File: src/rtl/exc_track.sv
// -----------------------------------------------------------------------------
// exc_track
//
// Exception and interrupt tracker for a five-stage MIPS pipeline.
// Faults are detected in F (fetch address), D (reserved instruction and
// syscall) and E (data address and arithmetic overflow). Each fault travels
// down a D/E/M register chain together with its PC and delay-slot flag. A
// stage only checks for a new fault when nothing earlier has already faulted,
// so the earliest-stage fault wins. At M the masked hardware interrupts are
// merged in, and a single request with code, EPC and BD goes to CP0.
//
// Ports
//   clk, reset          clock, synchronous active-high reset
//   en_D                D register load enable (low = stall)
//   clr_D/clr_E/clr_M   per-stage flush from the hazard unit
//   pc_F, bd_F          fetch PC and its delay-slot flag
//   ri_D, sys_D         reserved instruction / syscall from the decoder
//   mem_op_E, mem_sz_E  E-stage memory operation and access size
//   addr_E              E-stage data address
//   ovf_E, ovchk_E      ALU overflow, instruction traps on overflow
//   hw_int, im, ie, exl interrupt lines, mask and CP0 status bits
//   req                 take an exception or interrupt this cycle
//   code, epc, bd       ExcCode, return PC and delay-slot flag for CP0
//   clr_instr_D         the D instruction must decode as a nop
// -----------------------------------------------------------------------------
module exc_track #(
   parameter logic [31:0] TEXT_LO    = 32'h0000_3000,
   parameter logic [31:0] TEXT_HI    = 32'h0000_6ffc,
   parameter logic [31:0] DM_HI      = 32'h0000_2fff,
   parameter int          NDEV       = 2,
   parameter logic [31:0] DEV_BASE   = 32'h0000_7f00,
   parameter logic [31:0] DEV_STRIDE = 32'h0000_0010,
   parameter int          DEV_SIZE   = 12,
   parameter int          DEV_RO_OFF = 8
) (
   input  logic        clk,
   input  logic        reset,
   input  logic        en_D,
   input  logic        clr_D,
   input  logic        clr_E,
   input  logic        clr_M,
   input  logic [31:0] pc_F,
   input  logic        bd_F,
   input  logic        ri_D,
   input  logic        sys_D,
   input  logic [1:0]  mem_op_E,
   input  logic [1:0]  mem_sz_E,
   input  logic [31:0] addr_E,
   input  logic        ovf_E,
   input  logic        ovchk_E,
   input  logic [5:0]  hw_int,
   input  logic [5:0]  im,
   input  logic        ie,
   input  logic        exl,
   output logic        req,
   output logic [4:0]  code,
   output logic [31:0] epc,
   output logic        bd,
   output logic        clr_instr_D
);

   localparam logic [4:0] EXC_NONE = 5'd0;
   localparam logic [4:0] EXC_INT  = 5'd0;
   localparam logic [4:0] EXC_ADEL = 5'd4;
   localparam logic [4:0] EXC_ADES = 5'd5;
   localparam logic [4:0] EXC_SYS  = 5'd8;
   localparam logic [4:0] EXC_RI   = 5'd10;
   localparam logic [4:0] EXC_OV   = 5'd12;

   localparam logic [1:0] OP_LOAD  = 2'b01;
   localparam logic [1:0] OP_STORE = 2'b10;
   localparam logic [1:0] OP_NONE  = 2'b00;
   localparam logic [1:0] SZ_HALF  = 2'b01;
   localparam logic [1:0] SZ_WORD  = 2'b10;

   // Stage registers
   logic [4:0]  code_D, code_E, code_M;
   logic [31:0] pc_D, pc_E, pc_M;
   logic        bd_D, bd_E, bd_M;
   logic        valid_D, valid_E, valid_M;

   // Per-stage code after that stage's own check
   logic [4:0]  f_code, d_code, e_code;

   logic        int_p;
   logic        flush;

   // ---------------------------------------------------------------- F check
   always_comb begin
      f_code = EXC_NONE;
      if (pc_F[1:0] != 2'b00 || pc_F < TEXT_LO || pc_F > TEXT_HI)
         f_code = EXC_ADEL;
   end

   // ---------------------------------------------------------------- D check
   always_comb begin
      d_code = code_D;
      if (code_D == EXC_NONE) begin
         if (ri_D)
            d_code = EXC_RI;
         else if (sys_D)
            d_code = EXC_SYS;
      end
   end

   // ---------------------------------------------------------------- E check
   logic [31:0] dev_base;
   logic        in_dev;
   logic        ro_hit;
   logic        in_dm;
   logic        misaligned;
   logic        addr_bad;
   logic        is_load, is_store;

   always_comb begin
      dev_base = '0;
      in_dev   = 1'b0;
      ro_hit   = 1'b0;
      for (int k = 0; k < NDEV; k++) begin
         dev_base = DEV_BASE + DEV_STRIDE * 32'(k);
         if (addr_E >= dev_base && addr_E <= dev_base + 32'(DEV_SIZE) - 32'd1)
            in_dev = 1'b1;
         // A word store touching any byte of the read-only word faults.
         if (addr_E >= dev_base + 32'(DEV_RO_OFF) &&
             addr_E <= dev_base + 32'(DEV_RO_OFF) + 32'd3)
            ro_hit = 1'b1;
      end
   end

   always_comb begin
      is_load    = (mem_op_E == OP_LOAD);
      is_store   = (mem_op_E == OP_STORE);
      in_dm      = (addr_E <= DM_HI);
      misaligned = (mem_sz_E == SZ_WORD && addr_E[1:0] != 2'b00) ||
                   (mem_sz_E == SZ_HALF && addr_E[0]);
      // ovf_E here means the address computation itself wrapped.
      addr_bad   = misaligned | ovf_E | ~(in_dm | in_dev) |
                   (in_dev & (mem_sz_E != SZ_WORD));
   end

   always_comb begin
      e_code = code_E;
      if (code_E == EXC_NONE) begin
         if (is_load && addr_bad)
            e_code = EXC_ADEL;
         else if (is_store && (addr_bad || ro_hit))
            e_code = EXC_ADES;
         else if (mem_op_E == OP_NONE && ovchk_E && ovf_E)
            e_code = EXC_OV;
      end
   end

   // ---------------------------------------------------------------- M merge
   always_comb begin
      int_p       = (|(hw_int & im)) & ie & ~exl;
      req         = valid_M & ~exl & (int_p | (code_M != EXC_NONE));
      code        = int_p ? EXC_INT : code_M;
      epc         = bd_M ? (pc_M - 32'd4) : pc_M;
      bd          = bd_M;
      clr_instr_D = (code_D != EXC_NONE) | ri_D | sys_D;
      // CP0 takes the request in the same cycle, so everything younger
      // than M is discarded on the following edge.
      flush       = req;
   end

   // ---------------------------------------------------------------- registers
   // A cleared stage keeps its pc so the slot still reports a sensible
   // address if it reaches M as a bubble.
   always_ff @(posedge clk) begin
      if (reset) begin
         code_D  <= EXC_NONE;
         pc_D    <= TEXT_LO;
         bd_D    <= 1'b0;
         valid_D <= 1'b0;
         code_E  <= EXC_NONE;
         pc_E    <= TEXT_LO;
         bd_E    <= 1'b0;
         valid_E <= 1'b0;
         code_M  <= EXC_NONE;
         pc_M    <= TEXT_LO;
         bd_M    <= 1'b0;
         valid_M <= 1'b0;
      end else begin
         if (clr_D || flush) begin
            code_D  <= EXC_NONE;
            bd_D    <= 1'b0;
            valid_D <= 1'b0;
         end else if (en_D) begin
            code_D  <= f_code;
            pc_D    <= pc_F;
            bd_D    <= bd_F;
            valid_D <= 1'b1;
         end

         if (clr_E || flush) begin
            code_E  <= EXC_NONE;
            bd_E    <= 1'b0;
            valid_E <= 1'b0;
         end else begin
            code_E  <= d_code;
            pc_E    <= pc_D;
            bd_E    <= bd_D;
            valid_E <= valid_D;
         end

         if (clr_M || flush) begin
            code_M  <= EXC_NONE;
            bd_M    <= 1'b0;
            valid_M <= 1'b0;
         end else begin
            code_M  <= e_code;
            pc_M    <= pc_E;
            bd_M    <= bd_E;
            valid_M <= valid_E;
         end
      end
   end

endmodule

File: config.mk
export PLATFORM = sky130hd
export DESIGN_NAME = exc_track
export DESIGN_NICKNAME = d
export VERILOG_FILES = /design/src/rtl/exc_track.sv
export SDC_FILE = /design/constraint.sdc
export NUM_CORES = 1
export LEC_CHECK = 0
export ABC_AREA = 1
export CORE_ASPECT_RATIO = 1.2
export CORE_MARGIN = 10
export CORE_UTILIZATION = 25
export CTS_BUF_LIST = sky130_fd_sc_hd__clkbuf_4
export DETAILED_ROUTE_END_ITERATION = 8
export PLACE_DENSITY = 0.52
export SYNTH_ARGS = -nofsm -noshare
export SYNTH_HDL_FRONTEND = slang
export SYNTH_SLANG_ARGS = --single-unit
export TNS_END_PERCENT = 100
File: constraint.sdc
create_clock -name clk -period 2.6 [get_ports clk]
set_input_delay 0.39 -clock clk [delete_from_list [all_inputs] [get_ports clk]]
set_output_delay 0.39 -clock clk [all_outputs]
set_load 0.05 [all_outputs]
* Word level (Yosys, flattened, before mapping)
Cells that the tools add are included.
Widths: inputs -> output; s select.
** Word-level totals
- Register bits :: 117
- Output and inout port bits :: 40
** Operators by class
- Add/sub/neg operators :: 1
- Bitwise operators :: 16
- Eq/ne operators :: 5
- Order comparisons :: 9
- Reduce and logical (&&, ||, !) cells :: 29
- Mux-type cells :: 14
** Operator list (count)
- $ge 32x15->1 const B :: 4
- $le 32x15->1 const B :: 2
- $mux 5 :: 8
- $gt 32x15->1 const B :: 1
- $le 32x14->1 const B :: 1
- $lt 32x14->1 const B :: 1
- $mux 32 :: 1
- $sub 32x3->32 const B :: 1
- $logic_and 1x1->1 :: 10
- $logic_not 5->1 :: 2
- $reduce_bool 5->1 :: 2
- $logic_or 1x1->1 :: 7
- $or 1x1->1 :: 7
- $and 6x6->6 :: 1
- $reduce_or 2->1 :: 3
- $reduce_or 6->1 :: 1
- $and 1x1->1 :: 5
- $eq 2x1->1 const B :: 2
- $eq 2x2->1 const B :: 2
- $mux 1 :: 4
- $reduce_bool 2->1 :: 2
- $mux 3 :: 1
- $not 1->1 :: 3
- $logic_not 2->1 :: 1
- other kinds (2) :: 2

* Logic depth before layout (Yosys ltp)
Gate-level depths: netlist (run 1).
- Depth after elaboration :: 13
- Depth in mapped cells :: 14
- Depth with buffers taken out :: 14

* Least setup slack after synthesis (run 1)
Ideal clock, no wire load.
- Path kind :: reg2out
- From :: register bd_M, in the netlist bd
- To :: output port epc[28]
- Data required time :: 2.210 ns
- Path buffers :: 0
- Arrival :: 2.508 ns
- Stages on the path, launching flop included :: 9
- Slack :: -0.298 ns
- Path through :: dfxtp_1 -> nand2_1 -> inv_2 -> nand3_2 -> nor3_1 -> nand2_1 -> nor2_1 -> nand4_1 -> xnor2_1
** Between the ends
- Word-level cells in the longest chain between the ends :: 1
** RTL lines
- start: declaration :: line 79 : logic bd_D, bd_E, bd_M;
- start signal: assignment :: line 181 : bd_M <= 1'b0;
- start signal: assignment :: line 208 : bd_M <= 1'b0;
- start signal: assignment :: line 213 : bd_M <= bd_E;
- $mux 32 :: line 158 : epc = bd_M ? (pc_M - 32'd4) : pc_M;
- end: declaration :: line 57 : output logic [31:0] epc,
Every way passes these cells.

* Worst setup path in the final report (run 1)
- From :: register pc_M[2]
- To :: output port epc[24]
** Between the ends
- Word-level cells in the longest chain between the ends :: 2
** RTL lines
- start: declaration :: line 78 : logic [31:0] pc_D, pc_E, pc_M;
- start signal: assignment :: line 212 : pc_M <= pc_E;
- $sub 32x3->32 :: line 158
- $mux 32 :: line 158
Every way passes these cells.

==> results.md, run 1 <==
* Status: finished, violations left
* Failing checks: negative setup slack
* Gp weighted congestion at 0.760
* Worst Max-Slew Pin Slew at 0.543 ns
* DR iter-0 viols at 246
* P_leak at 3.10 nW
* IO buf count at 131
* Worst-path clk slew at 0.17 ns
* Max IR drop VDD at 0.206 mV
* Die height at 176 microns
* CTS Buf Count at 9
* Vias at 4778
* Fillers at 2035
* Sum of buffers and inverters on the critical path at 5
* Starting Density at 0.256
* Hold WC Path Type: reg2reg
* H-tree lvl count at 3
* Final ANT Viol Nets at 0
* Critical Path RT at 2.21 ns
* Largest net degree at the start of global routing at 71
* Worst EP arrival at 2.34 ns
* Layout cells sized above 1 at 0.188
* Pwr dens at 477 mW/mm^2
* Rows at 56
* Max Transition Viols Final at 0
* Area delta synth->final at 50.7%
* TritonRoute pass-1 iters at 4
* Total track usage at 0.114
* Longest Clk Path Bufs at 2
* Hold_buf cts at 0
* CP peak stage delay at 0.39 ns
* Family with the most delay on the worst path: buffers and inverters
* Max_cap viols at 0
* Final Hold Viols at 0
* First-pass GRT wire length at 24500 microns
* Initial antenna violation count at 1
* RSZ-0062 raised after global routing: yes
* # nets final at 951
* Post-Place Setup Slack at 0.0752 ns
* Worst hold margin at 0.422 ns
* Clock root buffer: clkbuf_4
* Crit path cell chain: inv_4 > ha_4 > nand2_4 > inv_4 > nand3_4 > buf_4 > nor3_4 > nand2_2 > buf_6 > nor3_4 > xor2_2 > buf_12
* Yosys cell types at 37
* Dpl hpwl at 11600 microns
* Post-Route WL at 15100 microns
* Peak Freq at 366 MHz
* Die area at 0.0263 sq mm
* CP Max Fanout at 4
* Post-layout worst setup margin at -0.134 ns
* Sequential element share of the synthesized area at 0.437
* Crit-path slowest cell: dfxtp_4
* Post-route minimum period at 2.73 ns
* Max-slew headroom at 0.637
* CP startpoint kind: flip-flop
* Endpoint type of the worst setup path: primary output
* Final period utilization at 1.05
* Congestion Overflow GR at 0
* Flops & latches, synth at 110
* Yosys warns at 0
* Clk sinks at 110
* Die width at 150 microns
* Total core area at 0.0197 sq mm
* Final Util at 0.386
* Mapped Area at 0.00504 sq mm
* Non-filler cells, final at 1124
* Synthesized net count at 804
* Placed Cells at 1081
* Synthesized area per cell at 7.11 sq um
* Via/cell ratio at 4.25
* WL per Instance at 13.4 microns
* Total I/O pin count at 133
* Crit path kind: reg2out
* Vias in the first global route at 4722
* Clock Skew at 0.0196 ns
* CTS tree: built
* Post-route DRC at 0
* Synthesized instance count at 710
* Count of final setup violators at 10
* Clock latency on the worst-skew pair at 0.47 ns
## cells by family after synthesis
group | synth area share
adder cells (fa/ha/maj) | 0.00248
XOR/XNOR | 0.0417
other | 0.000743
AO/OA/AOI/OAI | 0.156
flip-flops | 0.437
AND/OR/NAND/NOR | 0.275
buffers and inverters | 0.0871
## metal layers
layer / part of all wire / GRT usage
met1: 0.47 / 0.147
met2: 0.48 / 0.184
met3: 0.041 / 0.0244
met4: 0.010 / 0.0341
met5: 0 / 0
## cell usage in the layout, fill, tap and decap left out, drive strengths merged
cell type	synthesis	final
nor4	10	10
nor2	141	141
nor3b	1	1
o211ai	1	1
nor3	11	11
o31ai	1	1
a21oi	61	61
dfxtp	110	110
nand3b	3	3
dlymetal6s2s	0	1
clkinvlp	0	1
diode	0	1
clkinv	0	3
ha	1	1
a211oi	4	4
o21ai	86	86
bufinv	0	2
xnor2	7	7
or2	2	2
clkdlybuf4s50	0	96
nand3	31	31
nand2	100	100
nand4	9	9
buf	10	70
o41ai	1	1
clkbuf	21	10
conb	1	1
inv	81	81
xor2	17	17
## worst register-to-register path: stages, from the launching register on
cell	delay, ns
dfxtp_1	0.34
nor4_1	0.26
nand2_1	0.09
nand2_1	0.17
inv_2	0.11
nor2_4	0.22
inv_1	0.27
nor2_1	0.19
nor2_1	0.06
## metrics by stage
step	instance area (sq um)	total power [mW]	setup TNS [ns]
6_report	7600	3.62	-0.824
3_5_place_dp	6920	2.65	0
2_1_floorplan	5130	2.29	-0.127
4_1_cts	7420	3.63	-2.00
5_1_grt	7600	3.81	-3.13
3_3_place_gp	6920	2.64	0
## what timing repair did
item / 4_1_cts / 5_1_grt
buffers inserted: 20 / 7
gates resized for setup: 48 / 29
setup endpoints to repair: 14 / 20
pin swaps: 20 / 21
hold endpoints to repair: 0 / 0
cloned: 0 / 0
## path summary, 6_finish.rpt
check             end  slack (ns)      start  cells past startpoint
min           valid_M        0.42    valid_E                      2
min reg2reg   valid_M        0.42    valid_E                      2
max reg2reg  pc_E[19]        0.80  code_M[2]                      8
max           epc[24]       -0.13    pc_M[2]                     12
## flip-flops by register name, indices dropped and copies added, names as in the netlist
| signal | flops |
|---|---|
| bd | 1 |
| code_D | 1 |
| pc_M | 32 |
| pc_E | 32 |
| code_M | 4 |
| bd_D | 1 |
| code_E | 3 |
| valid_M | 1 |
| valid_E | 1 |
| valid_D | 1 |
| pc_D | 32 |
| bd_E | 1 |
## power breakdown
group,internal (mW),switching (mW),leakage (nW)
registers,1.78,0.0766,0.910
clock network,0.400,0.557,0.0864
logic,0.363,0.445,2.10
## Yosys cell counts, drive strengths merged
| cell | count | share of area |
|---|---|---|
| a211oi | 4 | 0.0060 |
| a21oi | 61 | 0.061 |
| buf | 10 | 0.011 |
| clkbuf | 21 | 0.016 |
| conb | 1 | 0.00074 |
| dfxtp | 110 | 0.44 |
| ha | 1 | 0.0025 |
| inv | 81 | 0.060 |
| nand2 | 100 | 0.076 |
| nand3 | 31 | 0.035 |
| nand3b | 3 | 0.0045 |
| nand4 | 9 | 0.012 |
| nor2 | 141 | 0.11 |
| nor3 | 11 | 0.016 |
| nor3b | 1 | 0.0025 |
| nor4 | 10 | 0.014 |
| o211ai | 1 | 0.0015 |
| o21ai | 86 | 0.085 |
| o31ai | 1 | 0.0015 |
| o41ai | 1 | 0.0017 |
| or2 | 2 | 0.0030 |
| xnor2 | 7 | 0.012 |
| xor2 | 17 | 0.030 |
## area by class of cell
| class | instances | area [sq um] | share of cell area |
|---|---|---|---|
| inverters | 81 | 309 | 0.0407 |
| diodes | 1 | 2.50 | 0.000329 |
| multi-input cells | 488 | 2740 | 0.361 |
| clock inverters | 6 | 86.3 | 0.0114 |
| flip-flops and latches | 110 | 2230 | 0.293 |
| clock buffers | 10 | 75.1 | 0.00987 |
| well taps | 261 | 327 | 0.0430 |
| repair buffers | 167 | 1830 | 0.241 |
Note: power is estimated with default switching activity, not from simulation.
==> run 2, diff against run 1 <==
Settings changed: CORE_UTILIZATION 25 to 35, PLACE_DENSITY 0.52 to 0.66, SKIP_CTS_REPAIR_TIMING set to 1.
Clock period 2.6 ns to 2.55 ns, I/O delays scaled along.
==> results.md, run 2 (synthesis results as in run 1) <==
* Total core area at 0.0142 sq mm (was 0.0197 sq mm)
* Critical Path RT at 2.17 ns (was 2.21 ns)
* Longest Clk Path Bufs at 2 (unchanged)
* Max IR drop VDD at 0.211 mV (was 0.206 mV)
* Placed Area at 0.00680 sq mm (was 0.00692 sq mm)
* Post-layout worst setup margin at -0.339 ns (was -0.134 ns)
* Max Transition Viols Final at 0 (unchanged)
* Family with the most delay on the worst path: simple AND/OR/NAND/NOR gates (was buffers and inverters)
* Starting Density at 0.354 (was 0.256)
* WL per Instance at 13.1 microns (was 13.4 microns)
* Most common library cell in the layout ignoring fill and taps: nor2_1 (unchanged)
* Worst-path clk slew at 0.14 ns (was 0.17 ns)
* P_leak at 3.01 nW (was 3.10 nW)
* Peak Freq at 346 MHz
* Die width at 130 microns (was 150 microns)
* Worst EP arrival at 2.51 ns (was 2.34 ns)
* Largest net degree at the start of global routing at 60 (was 71)
* Crit path cell chain: inv_2 > ha_4 > nand2_4 > inv_4 > nand3_4 > nor4_4 > inv_2 > nor2_4 > nand4_4 > nor3_4 > xor2_4 > buf_12 (was inv_4 > ha_4 > nand2_4 > inv_4 > nand3_4 > buf_4 > nor3_4 > nand2_2 > buf_6 > nor3_4 > xor2_2 > buf_12)
* Sum of buffers and inverters on the critical path at 4 (was 5)
* CP Max Fanout at 5 (was 4)
* Via/cell ratio at 4.61 (was 4.25)
* Max-slew headroom at 0.634 (was 0.637)
* Congestion Overflow GR at 0 (unchanged)
* Fillers at 1408 (was 2035)
* Crit path kind: reg2out (unchanged)
* Dpl hpwl at 10400 microns (was 11600 microns)
* Worst Max-Slew Pin Slew at 0.547 ns (was 0.543 ns)
* Largest regs: pc_D x32, pc_E x32, pc_M x32 (unchanged)
* CTS tree: built (unchanged)
* CP startpoint kind: flip-flop (unchanged)
* IO buf count at 131 (unchanged)
* Die height at 152 microns (was 176 microns)
* Crit-path slowest cell: dfxtp_2 (was dfxtp_4)
* Most used cell, CP: inv_2
* Total Power at 3.49 mW (was 3.62 mW)
* H-tree lvl count at 3 (unchanged)
* Clock Power Share at 0.231 (was 0.264)
* Post-route DRC at 0 (unchanged)
* Total track usage at 0.135 (was 0.114)
* Switching power share of the total at 0.296 (was 0.297)
* Failing checks: negative setup slack (unchanged)
* Vias in the first global route at 4393 (was 4722)
* Most frequent cells in the layout: 130 x nor2_1, 105 x dfxtp_1, 96 x clkdlybuf4s50_1, 94 x nand2_1, 78 x o21ai_0 (was 128 x nor2_1, 101 x dfxtp_1, 96 x clkdlybuf4s50_1, 93 x nand2_1, 78 x o21ai_0)
* Final period utilization at 1.13
* Pwr dens at 482 mW/mm^2 (was 477 mW/mm^2)
* CP peak stage delay at 0.35 ns (was 0.39 ns)
* Hold WC Path Type: reg2reg (unchanged)
* Layout cells sized above 1 at 0.154 (was 0.188)
* R2R depth at 7 (was 8)
* Max_cap viols at 0 (unchanged)
* Die area at 0.0196 sq mm (was 0.0263 sq mm)
* Hold Crit Depth at 2 (unchanged)
* Initial antenna violation count at 1 (unchanged)
* Area delta synth->final at 43.6% (was 50.7%)
* Post-route minimum period at 2.89 ns
* Final ANT Viol Nets at 0 (unchanged)
* Count of final setup violators at 14 (was 10)
* Rows at 48 (was 56)
* RSZ-0062 raised after global routing: yes (unchanged)
* Final Cell Area at 0.00724 sq mm (was 0.00760 sq mm)
* First-pass GRT wire length at 21600 microns (was 24500 microns)
* Vias at 4740 (was 4778)
* Sw Pwr at 1.03 mW (was 1.08 mW)
* Sequential Power Share at 0.541 (was 0.513)
* # nets final at 941 (was 951)
* Logic pwr share at 0.228 (was 0.223)
* Endpoint type of the worst setup path: primary output (unchanged)
* Clk sinks at 110 (unchanged)
* Clock Skew at 0.0141 ns (was 0.0196 ns)
* Clock root buffer: clkbuf_4 (unchanged)
* Status: finished, violations left (unchanged)
* DR iter-0 viols at 240 (was 246)
* Gp weighted congestion at 0.829 (was 0.760)
* CP Depth at 12 (unchanged)
* Total I/O pin count at 133 (unchanged)
* Post-Route WL at 13500 microns (was 15100 microns)
* TritonRoute pass-1 iters at 4 (unchanged)
* Final Hold Viols at 0 (unchanged)
* CTS Buf Count at 9 (unchanged)
* Clock latency on the worst-skew pair at 0.47 ns (about the same)
* Cell-internal power at 2.46 mW (was 2.55 mW)
run 2: cell types whose count changed in the layout (fill, tap and decap cells not counted), moves of 2 or more:
| cell | delta |
|---|---|
| buf_4 | -6 |
| clkinv_1 | +4 |
| nor2_4 | -2 |
| buf_6 | -5 |
| dfxtp_1 | +4 |
| nor2_1 | +2 |
| xor2_4 | -2 |
| nor4_1 | +2 |
| nor4_2 | -2 |
| dfxtp_4 | -3 |
| xor2_1 | +3 |
run 2: final timing paths:
kind / from / end / slack, ns
max: pc_M[3] / epc[30] / -0.34
min: valid_E / valid_M / 0.42
max reg2reg: code_M[2] / pc_D[21] / 0.74
min reg2reg: valid_E / valid_M / 0.42
run 2: layer usage:
layer / wire [microns] / global-route usage / share of wire / up-vias
met4: 313 / 0.0557 / 0.023 / 0
met2: 6020 / 0.202 / 0.45 / 107
met1: 6530 / 0.181 / 0.48 / 2046
met3: 628 / 0.0345 / 0.047 / 20
met5: 0 / 0 / 0 / -
li1: - / - / - / 2567
run 2: worst register-to-register path, stage by stage, from the launching register on:
cell and delay (ns):
dfxtp_1 0.33, nor4_1 0.29, nand2_1 0.09, nand2_1 0.17, nand3_1 0.25, inv_1 0.40
nand2_1 0.11, a21oi_1 0.13
run 2: cell type report:
type,instances,area (sq um),area share
clock inverters,7,55.1,0.00760
clock buffers,9,67.6,0.00933
diodes,1,2.50,0.000345
well taps,175,219,0.0302
inverters,81,309,0.0427
repair buffers,157,1740,0.241
multi-input cells,488,2630,0.363
flip-flops and latches,110,2210,0.306
run 2: stage by stage:
step | setup slack, ns | util | setup TNS [ns] | instances | hold slack (ns)
2_1_floorplan | 0.0172 | - | 0 | 710 | 0.386
3_3_place_gp | 0.161 | 0.478 | 0 | 998 | 0.395
3_5_place_dp | 0.121 | 0.478 | 0 | 998 | 0.401
4_1_cts | -0.415 | 0.486 | -2.89 | 1014 | 0.420
5_1_grt | -0.493 | 0.509 | -4.53 | 1028 | 0.443
6_report | -0.339 | 0.509 | -2.12 | 1028 | 0.418
run 2: power by group through the flow:
stage / registers [mW] / clock network (mW) / logic [mW]
floorplan: 1.91 / 0 / 0.422
global placement: 1.92 / 0 / 0.759
detailed placement: 1.92 / 0 / 0.766
CTS: 1.89 / 0.835 / 0.769
global route: 1.91 / 0.897 / 0.875
finish: 1.89 / 0.807 / 0.796
